### src/rtl/corelet_pkg.sv
// corelet_pkg: shared FSM state type and accumulator width helper for the SFU
package corelet_pkg;
  typedef enum logic [1:0] {IDLE, ACC, HOLD} state_e;
  function automatic int acc_w(input int psum_bw, input int max_pass);
    return psum_bw + $clog2(max_pass) + 1;
  endfunction
endpackage

### src/rtl/sfu_lane.sv
// sfu_lane: one column's accumulator, residual add, ReLU, saturation and sticky overflow bit
module sfu_lane #(
  parameter int PSUM_BW = 16,
  parameter int ACC_BW = 21
) (
  input  logic               clk,
  input  logic               reset,
  input  logic               load_i,
  input  logic               add_i,
  input  logic               fin_i,
  input  logic               relu_i,
  input  logic               res_i,
  input  logic               clr_i,
  input  logic [PSUM_BW-1:0] psum_i,
  input  logic [PSUM_BW-1:0] resid_i,
  output logic [PSUM_BW-1:0] out_o,
  output logic               ovf_o
);
  localparam int MAXI = (1 << (PSUM_BW - 1)) - 1;
  localparam logic signed [ACC_BW-1:0] MAXV = ACC_BW'(MAXI);
  localparam logic signed [ACC_BW-1:0] MINV = ACC_BW'(-MAXI - 1);
  logic signed [ACC_BW-1:0] acc_q, acc_d, psum_x, res_x, s, r;
  logic [PSUM_BW-1:0] out_q, out_d;
  logic ovf_q, ovf_d, hi, lo;
  // accumulate the beat, then build the finalised value from the post-beat sum
  always_comb begin
    psum_x = {{(ACC_BW-PSUM_BW){psum_i[PSUM_BW-1]}}, psum_i};
    res_x = {{(ACC_BW-PSUM_BW){resid_i[PSUM_BW-1]}}, resid_i};
    acc_d = load_i ? psum_x : add_i ? acc_q + psum_x : acc_q;
    s = acc_d + (res_i ? res_x : '0);
    r = (relu_i && s[ACC_BW-1]) ? '0 : s;
    hi = r > MAXV;
    lo = r < MINV;
    out_d = fin_i ? (hi ? MAXV[PSUM_BW-1:0] : lo ? MINV[PSUM_BW-1:0] : r[PSUM_BW-1:0]) : out_q;
    ovf_d = (ovf_q & ~clr_i) | (fin_i & (hi | lo));
  end
  // lane state; a fresh clip on the final beat beats a simultaneous clear
  always_ff @(posedge clk) begin
    if (!reset) begin
      acc_q <= '0;
      out_q <= '0;
      ovf_q <= 1'b0;
    end else begin
      acc_q <= acc_d;
      out_q <= out_d;
      ovf_q <= ovf_d;
    end
  end
  assign out_o = out_q;
  assign ovf_o = ovf_q;
endmodule

### src/rtl/corelet_sfu.sv
// corelet_sfu: multi-pass psum accumulation with residual, ReLU and saturation per column
module corelet_sfu
  import corelet_pkg::*;
#(
  parameter int col = 8,
  parameter int psum_bw = 16,
  parameter int max_pass = 16,
  parameter int cnt_w = $clog2(max_pass) + 1
) (
  input  logic                   clk,
  input  logic                   reset,
  input  logic                   in_valid,
  output logic                   in_ready,
  input  logic [psum_bw*col-1:0] psum_in,
  input  logic [cnt_w-1:0]       n_pass,
  input  logic                   mode_relu,
  input  logic                   mode_res,
  input  logic [psum_bw*col-1:0] res_in,
  output logic                   out_valid,
  input  logic                   out_ready,
  output logic [psum_bw*col-1:0] out_data,
  output logic                   busy,
  input  logic                   clr_ovf,
  output logic [col-1:0]         ovf_flag
);
  localparam int ACC_BW = acc_w(psum_bw, max_pass);
  state_e state_q, state_d;
  logic [cnt_w-1:0] cnt_q, cnt_d, np_q, np_d, np_in;
  logic relu_q, relu_d, res_q, res_d, beat, first, add, last;
  // state register with pass counter and per-group latches
  always_ff @(posedge clk) begin
    if (!reset) begin
      state_q <= IDLE;
      cnt_q <= '0;
      np_q <= '0;
      relu_q <= 1'b0;
      res_q <= 1'b0;
    end else begin
      state_q <= state_d;
      cnt_q <= cnt_d;
      np_q <= np_d;
      relu_q <= relu_d;
      res_q <= res_d;
    end
  end
  // beat classification and next state; a beat in HOLD implies the result was taken
  always_comb begin
    np_in = (n_pass == '0) ? cnt_w'(1) : (n_pass > cnt_w'(max_pass)) ? cnt_w'(max_pass) : n_pass;
    beat = in_valid & in_ready;
    first = beat & (state_q != ACC);
    add = beat & (state_q == ACC);
    last = first ? (np_in == cnt_w'(1)) : (add && cnt_q == np_q - cnt_w'(1));
    state_d = beat ? (last ? HOLD : ACC) : (state_q == HOLD && out_ready) ? IDLE : state_q;
    cnt_d = first ? cnt_w'(1) : add ? cnt_q + cnt_w'(1) : cnt_q;
    np_d = first ? np_in : np_q;
    relu_d = first ? mode_relu : relu_q;
    res_d = first ? mode_res : res_q;
  end
  // handshake outputs; nothing is accepted while reset is asserted
  always_comb begin
    in_ready = reset && (state_q != HOLD || out_ready);
    out_valid = state_q == HOLD;
    busy = state_q != IDLE;
  end
  for (genvar c = 0; c < col; c++) begin : g_lane
    sfu_lane #(.PSUM_BW(psum_bw), .ACC_BW(ACC_BW)) u_lane (
      .clk(clk),
      .reset(reset),
      .load_i(first),
      .add_i(add),
      .fin_i(last),
      .relu_i(relu_d),
      .res_i(res_d),
      .clr_i(clr_ovf),
      .psum_i(psum_in[c*psum_bw +: psum_bw]),
      .resid_i(res_in[c*psum_bw +: psum_bw]),
      .out_o(out_data[c*psum_bw +: psum_bw]),
      .ovf_o(ovf_flag[c])
    );
  end
endmodule

### config.mk
export PLATFORM = sky130hd
export DESIGN_NAME = corelet_sfu
export DESIGN_NICKNAME = d
export VERILOG_FILES = /design/src/rtl/corelet_pkg.sv /design/src/rtl/sfu_lane.sv /design/src/rtl/corelet_sfu.sv
export SDC_FILE = /design/constraint.sdc
export NUM_CORES = 1
export LEC_CHECK = 0
export CAP_MARGIN = 20
export CORE_MARGIN = 2
export CORE_UTILIZATION = 35
export CTS_CLUSTER_DIAMETER = 50
export DETAILED_ROUTE_END_ITERATION = 10
export SYNTH_ARGS = -nofsm -noshare
export SYNTH_HDL_FRONTEND = slang
export SYNTH_HIERARCHICAL = 1
export SYNTH_SLANG_ARGS = --single-unit
export TNS_END_PERCENT = 20
### constraint.sdc
create_clock -name clk -period 10.1 [get_ports clk]
set_clock_uncertainty 0.15 [all_clocks]
set_input_delay 2.02 -clock clk [delete_from_list [all_inputs] [get_ports clk]]
set_output_delay 2.02 -clock clk [all_outputs]
set_load 0.01 [all_outputs]
==> metrics.md, run 1 <==
| Metric | Value |
|---|---|
| First-pass GRT wire length | `about 150 mm` |
| Avg Inst Size Synth | `around 8 sq um` |
| Sequential share of power | `roughly a quarter` |
| Register area share after synthesis | `20.4%` |
| Switching Fraction | `32.8%` |
| Largest area contributor in the synthesized netlist | `dfxtp_1` |
| Initial cell density of the core | `35.3%` |
| Share of cells above drive strength 1 | `approximately 7%` |
| Worst skew pair latency | `630 ps` |
| All-Layer GR Usage | `21.0%` |
| WL/cell | `18.1 um` |
| Vias in the first global route | `approximately 28000` |
| GR Overflow Total | `0` |
| Cell family with most CP delay | `compound AO/OA/AOI/OAI gates` |
| Area occupied by registers | `6370 sq um` |
| Placed insts | `5300` |
| Clk slew on worst S/H paths | `around 50 ps` |
| Final net count | `roughly 4800` |
| Slew @ Worst Pin | `~1100 ps` |
| Clock Path Buffers | `3` |
| HP Class | `reg2reg` |
| Max stage delay on crit path | `~520 ps` |
| Max VDD drop | `105 uV` |
| CP Class | `in2reg` |
| Worst-path maximum fanout | `15` |
| Hpwl dp | `between 70 and 80 mm` |
| Initial antenna violation count | `4` |
| # DRC | `0` |
| Synthesized area | `approximately 31000 sq um` |
| Number of flops mapped to enable cells by yosys | `0` |
| CP Capture Type | `flip-flop` |
| Tot Pwr | `0.00518 W` |
| Largest net degree at the start of global routing | `148` |
| Slew HR | `29.5%` |
| Synth Flop Type | `dfxtp_1` |
| CTS Hold Bufs | `0` |
| Port buffer count | `406` |
| Final std cells w/o fill | `~5400` |
| Max Slew Vio Count | `0` |
| Max Cap Viol | `0` |
| Final antenna-violating net count | `0` |
| H-tree levels | `3` |
| Worst Setup Start Kind | `input pin` |
| Fin Setup TNS | `0 ps` |
| Filler instances | `8794` |
| Post-synth top cells | `ha_1, dfxtp_1, a21oi_1` |
| Register bit count reported by yosys | `between 300 and 400` |
| FFs w/ async S/R, synth | `0%` |
| F_max | `133 MHz` |
| R2r setup slk | `around 4200 ps` |
| Ports | `407` |
| Die area | `approximately 91000 sq um` |
| Area of the multi-input gates | `23400 sq um` |
| Lkg Pwr | `between 15 and 20 nW` |
| CORE AREA | `about 88000 sq um` |
| Pint | `between 0.003 and 0.004 W` |
| YS warnings | `6` |
| CTS tree | `yes` |
| CP Buf/Inv Count | `2` |
| Syn Inst Count | `between 3000 and 4000` |
| Clk pwr share | `between 40% and 50%` |
| Site Rows | `about 110` |
| Fin util | `between 40% and 50%` |
| Critical Path Most Common Cell | `o21ai_0` |
| RSZ-0062 raised after global routing | `no` |
| Fin crit share | `around three quarters` |
| Die Y | `a little over 300 um` |
| Total power per unit cell area | `around 130 nW/um^2` |
| DRT iter0 DRCs | `~1600` |
| Status | `completed` |
| Post-CTS Setup Bufs | `0` |
| DR vias/cell | `between 5 and 6` |
| Yosys cell types | `around 120` |
| CTS Buf Count | `between 60 and 70` |
| Combinational Power Share | `28.4%` |
| GP Congestion | `between 0.8 and 0.9` |
| Layout area overhead | `23.4%` |
| Total wire length | `98.4 mm` |
| PostCTS Resize Cnt | `0` |
| Count leader, synth | `ha_1` |
| Arr. time, crit path | `just under 8000 ps` |
| Post-route minimum period | `about 7500 ps` |
| Drt pass-1 iters | `7` |
| CP max-delay cell | `o21ai_2` |
| Synth top area share | `around a fifth` |
| Final hold vios | `0` |
| Clock Sinks | `318` |
| Area contributors post-synth | `dfxtp_1, ha_1, and2_1, a21oi_1, o21ai_0` |
| Via Count | `just under 30000` |
| Final setup viols | `0` |
| Post-Syn Nets | `about 4500` |
| DIE WIDTH | `a little over 300 um` |
| Net Sw Power | `about 0.0017 W` |
| Critical Path RT | `about 11000 ps` |
| Root Driver | `clkbuf_16` |
[power by group through the flow]
stage          sequential (W)  clock (W)  combinational, W
6_report              0.00135    0.00236           0.00147
5_1_grt               0.00135    0.00248           0.00163
4_1_cts               0.00135    0.00242           0.00147
3_5_place_dp          0.00137          0           0.00145
3_3_place_gp          0.00137          0           0.00145
2_1_floorplan         0.00137          0           0.00106
[cells in the final DEF (no fill, tap or decap), types with 11 or more instances in the layout]
cell type	n
clkdlybuf4s50_1	405
ha_1	322
dfxtp_1	318
a21oi_1	316
nand2_1	296
o21ai_0	290
and2_1	257
nor2_1	220
xnor2_1	164
inv_1	145
a21o_1	104
xor2_1	92
mux2i_1	88
nor3_1	82
nor2b_1	69
clkbuf_16	69
a211oi_1	57
nand2b_1	56
nand3_1	54
a221o_1	54
o21a_1	51
o21ai_1	51
a31oi_1	50
o21bai_1	42
o211ai_1	34
nand4_1	33
and3_1	23
nand3b_1	21
o211ai_2	16
and4_1	16
a211o_1	16
fa_1	16
or3_1	15
nor3b_1	14
buf_4	13
o31a_1	12
clkinv_4	11
a2111oi_0	11
a221oi_1	11
[registers in the layout, summed over array words and instances (netlist names)]
register / flops
cnt_q: 5
g_lane.u_lane/acc_q: 168
g_lane.u_lane/out_o: 128
g_lane.u_lane/ovf_o: 8
np_q: 5
relu_q: 1
res_q: 1
state_q: 2
[layer usage]
layer / global-route usage (%) / wire, um
met4: 5.41 / 2050
met1: 27.8 / 46100
met5: 0 / 13
met3: 3.25 / 4370
met2: 35.4 / 45900
[cell families after synthesis]
family | Yosys count | synth area share [%]
flops | 318 | 20.4
fa+ha+maj | 338 | 14.0
compound gates | 1300 | 28.4
mux | 99 | 3.30
xor+xnor | 268 | 8.04
simple gates | 1241 | 21.5
buf+inv | 296 | 4.39
[tightest hold or removal path, stage by stage, from the launching register on]
cell      delay (ps)
dfxtp_1          330
nand2_1           60
o211ai_2          50
[layout make-up]
cell class / count / area share, %
multi-input cells: 3246 / 61.0
flip-flops and latches: 318 / 16.6
repair buffers: 422 / 11.0
diodes: 2 / 0.0130
well taps: 1165 / 3.79
clock inverters: 46 / 1.53
inverters: 149 / 1.48
clock buffers: 75 / 4.66
[through the flow]
step,hold WS [ps],setup slack (ps),area (sq um)
3_5_place_dp,296,2030,36000
5_1_grt,328,2050,38400
2_1_floorplan,295,3500,31100
4_1_cts,324,2660,38400
3_3_place_gp,301,2080,36000
6_report,325,2590,38400
[path summary, 6_finish.rpt]
| check | start | to | cells past startpoint |
|---|---|---|---|
| worst min-delay path | g_lane[5].u_lane/out_o[1] | g_lane[5].u_lane/out_o[1] | 2 |
| worst max-delay path | psum_in[16] | g_lane[1].u_lane/out_o[3] | 25 |
| worst max register to register | g_lane[1].u_lane/acc_q[0] | g_lane[1].u_lane/out_o[3] | 24 |
| worst min register to register | g_lane[5].u_lane/out_o[1] | g_lane[5].u_lane/out_o[1] | 2 |
Power figures use the tool's default switching activity.
==> inputs of run 2 (changes only) <==
==> constraint.sdc (replaced) <==
create_clock -name clk -period 7.5 [get_ports clk]
set_clock_uncertainty 0.15 [all_clocks]
set_input_delay 1.5 -clock clk [delete_from_list [all_inputs] [get_ports clk]]
set_output_delay 1.5 -clock clk [all_outputs]
set_load 0.01 [all_outputs]
==> run 2 against run 1 <==
Register-to-register slack got worse by 2200 ps. Sequential share of layout area shrank 0.096 points. Cell count grew 0.59%. Largest power group unchanged. Critical path depth stayed put. Via count rose by 1.1%. Clock power is 31% higher. Utilization increased by 0.25 points. Worst setup slack worse by 1700 ps. Count of clock-buffer cells in the layout rose by 1.
==> metrics.md, run 2 (synthesis results as in run 1) <==
| Metric | Value |
|---|---|
| Status | `completed` |
| PostCTS Resize Cnt | `0 (unchanged)` |
| Die area | `91400 sq um (unchanged)` |
| Drt pass-1 iters | `5 (-2)` |
| Final antenna-violating net count | `0 (unchanged)` |
| Total power per unit cell area | `179 nW/um^2 (+33%)` |
| Total wire length | `99.7 mm (+1.3%)` |
| Clk slew on worst S/H paths | `60 ps (about the same)` |
| Worst hold path cell count | `2 (unchanged)` |
| HP Class | `reg2reg` |
| F_max | `roughly 150 MHz` |
| Met1 usage in global routing | `28.1% (+0.23 points)` |
| CTS Buf Count | `66 (unchanged)` |
| H-tree levels | `3 (unchanged)` |
| Max reg flops | `168 (unchanged)` |
| Reg with most FFs | `g_lane.u_lane/acc_q` |
| CP Capture Type | `flip-flop` |
| Arr. time, crit path | `6930 ps (-980 ps)` |
| Post-route minimum period | `6610 ps` |
| Most common cell after layout, fill and taps aside | `clkdlybuf4s50_1` |
| CP Class | `in2reg` |
| Worst skew pair latency | `610 ps (-20 ps)` |
| Layout area overhead | `24.1%` |
| Slew @ Worst Pin | `987 ps (-66.1 ps)` |
| Fin crit share | `88.2%` |
| Ports | `407 (unchanged)` |
| Largest net degree at the start of global routing | `84 (-43%)` |
| Initial antenna violation count | `3 (-1)` |
| GRT Max-Usage Layer | `met2` |
| Die Y | `302 um (unchanged)` |
| Clock Sinks | `318 (unchanged)` |
| Worst-path maximum fanout | `15 (unchanged)` |
| Vias in the first global route | `28666 (+2.2%)` |
| Port buffer count | `406 (unchanged)` |
| DIE WIDTH | `302 um (unchanged)` |
| Site Rows | `109 (unchanged)` |
| Root Driver | `clkbuf_16` |
| Clock Path Buffers | `3 (unchanged)` |
| Worst hold margin | `317 ps (-8.13 ps)` |
| M2 GR Usage | `35.7% (+0.35 points)` |
| Area occupied by registers | `6370 sq um (unchanged)` |
| # DRC | `0 (unchanged)` |
| RSZ-0062 raised after global routing | `no` |
| Via Count | `29580 (+1.1%)` |
| Final setup viols | `0 (unchanged)` |
| Commonest cells after routing, fill and taps aside | `clkdlybuf4s50_1, ha_1, dfxtp_1, a21oi_1, nand2_1` |
| Met3 global-route usage | `3.60% (+0.34 points)` |
| Filler instances | `8819 (+0.28%)` |
| DRT iter0 DRCs | `1520 (-5.7%)` |
| CTS Hold Bufs | `0 (unchanged)` |
| Initial cell density of the core | `35.3% (unchanged)` |
| GP Congestion | `0.888 (+1.2%)` |
| Worst Setup Start Kind | `input pin` |
| Post-CTS Setup Bufs | `0 (unchanged)` |
| CTS tree | `yes` |
| Max VDD drop | `179 uV (+71%)` |
| WL/cell | `18.3 um (+0.67%)` |
| Hpwl dp | `76.9 mm (+3.1%)` |
| DR vias/cell | `5.42 (+0.53%)` |
| Final hold vios | `0 (unchanged)` |
| Max Slew Vio Count | `0 (unchanged)` |
| Share of cells above drive strength 1 | `7.67% (+0.69 points)` |
| GR Overflow Total | `0 (unchanged)` |
| Final net count | `4844 (+0.73%)` |
| All-Layer GR Usage | `21.3% (+0.32 points)` |
| Slew HR | `34.0% (+4.4 points)` |
| Area of the multi-input gates | `23400 sq um (unchanged)` |
| Worst R2R Path Depth | `24 (unchanged)` |
| CORE AREA | `88200 sq um (unchanged)` |
| First-pass GRT wire length | `157 mm (+1.5%)` |
| Critical Path RT | `7810 ps (-2690 ps)` |
| Lkg Pwr | `16.4 nW (+0.99%)` |
| Fin Setup TNS | `0 ps (unchanged)` |
| Max Cap Viol | `0 (unchanged)` |
==> run 2: cell types whose count changed in the layout (fill, tap and decap cells not counted), sizes merged <==
cell      delta
bufinv       -2
diode        -1
clkbuf       +1
buf         +35
clkinv       -4
clkinvlp     -2
inv          +5
==> run 2: stage by stage <==
| step | power (W) | setup slack, ps | utilization, % | std cells | cell area (sq um) |
|---|---|---|---|---|---|
| after global placement | 0.00383 | 319 | 41.2 | 5335 | 36400 |
| final | 0.00691 | 888 | 43.8 | 5455 | 38600 |
| after CTS | 0.00698 | 952 | 43.8 | 5454 | 38600 |
| after detailed placement | 0.00383 | 327 | 41.2 | 5335 | 36400 |
| after global routing | 0.00729 | 243 | 43.8 | 5454 | 38600 |
| after floorplan | 0.00327 | 1420 | - | 3860 | 31100 |
==> run 2: power by group <==
part	total (W)	internal, W	switching, W
logic	0.00200	0.000879	0.00112
registers	0.00182	0.00177	0.0000461
clock network	0.00309	0.00198	0.00111
total	0.00691	0.00463	0.00227
==> run 2: path summary, 6_finish.rpt <==
kind / endpoint / startpoint / slack (ps)
setup / recovery: g_lane[1].u_lane/out_o[12] / psum_in[16] / 890
hold / removal: g_lane[5].u_lane/out_o[0] / g_lane[5].u_lane/out_o[0] / 320
setup reg to reg: g_lane[1].u_lane/out_o[12] / g_lane[1].u_lane/acc_q[0] / 1950
hold reg to reg: g_lane[5].u_lane/out_o[0] / g_lane[5].u_lane/out_o[0] / 320
==> run 2: final cells by class <==
class	count	share of cell area [%]
inverter	149	1.47
multi-input combinational	3246	60.6
clock buffer	76	4.64
sequential	318	16.5
timing repair buffer	457	11.7
antenna	1	0.00648
clock inverter	43	1.29
tap	1165	3.77
==> run 2: per-layer routing <==
metal | vias to the layer above | share of wire [%] | routed length (um)
li1 | 14957 | - | -
met1 | 13865 | 46 | 46300
met2 | 620 | 46 | 46300
met3 | 134 | 4.5 | 4520
met4 | 4 | 2.6 | 2580
met5 | - | 0.027 | 27
==> run 2: worst max-delay path, stage by stage <==
cell and delay, ps:
clkdlybuf4s50_1 480, ha_1 170, inv_1 60, fa_1 380, nor2b_1 200, o31a_1 220
o21ai_0 110, a21boi_0 240, o21ai_0 130, a21boi_0 240, o21ai_0 140, a2111oi_0 430
a31oi_1 100, nand2_1 80, ha_1 270, a21oi_1 150, o21ai_0 130, a221oi_1 320
a21oi_1 160, o41ai_2 340, xnor2_1 130, nor4_1 340, a21oi_2 130, nor2b_4 330
a21oi_1 120
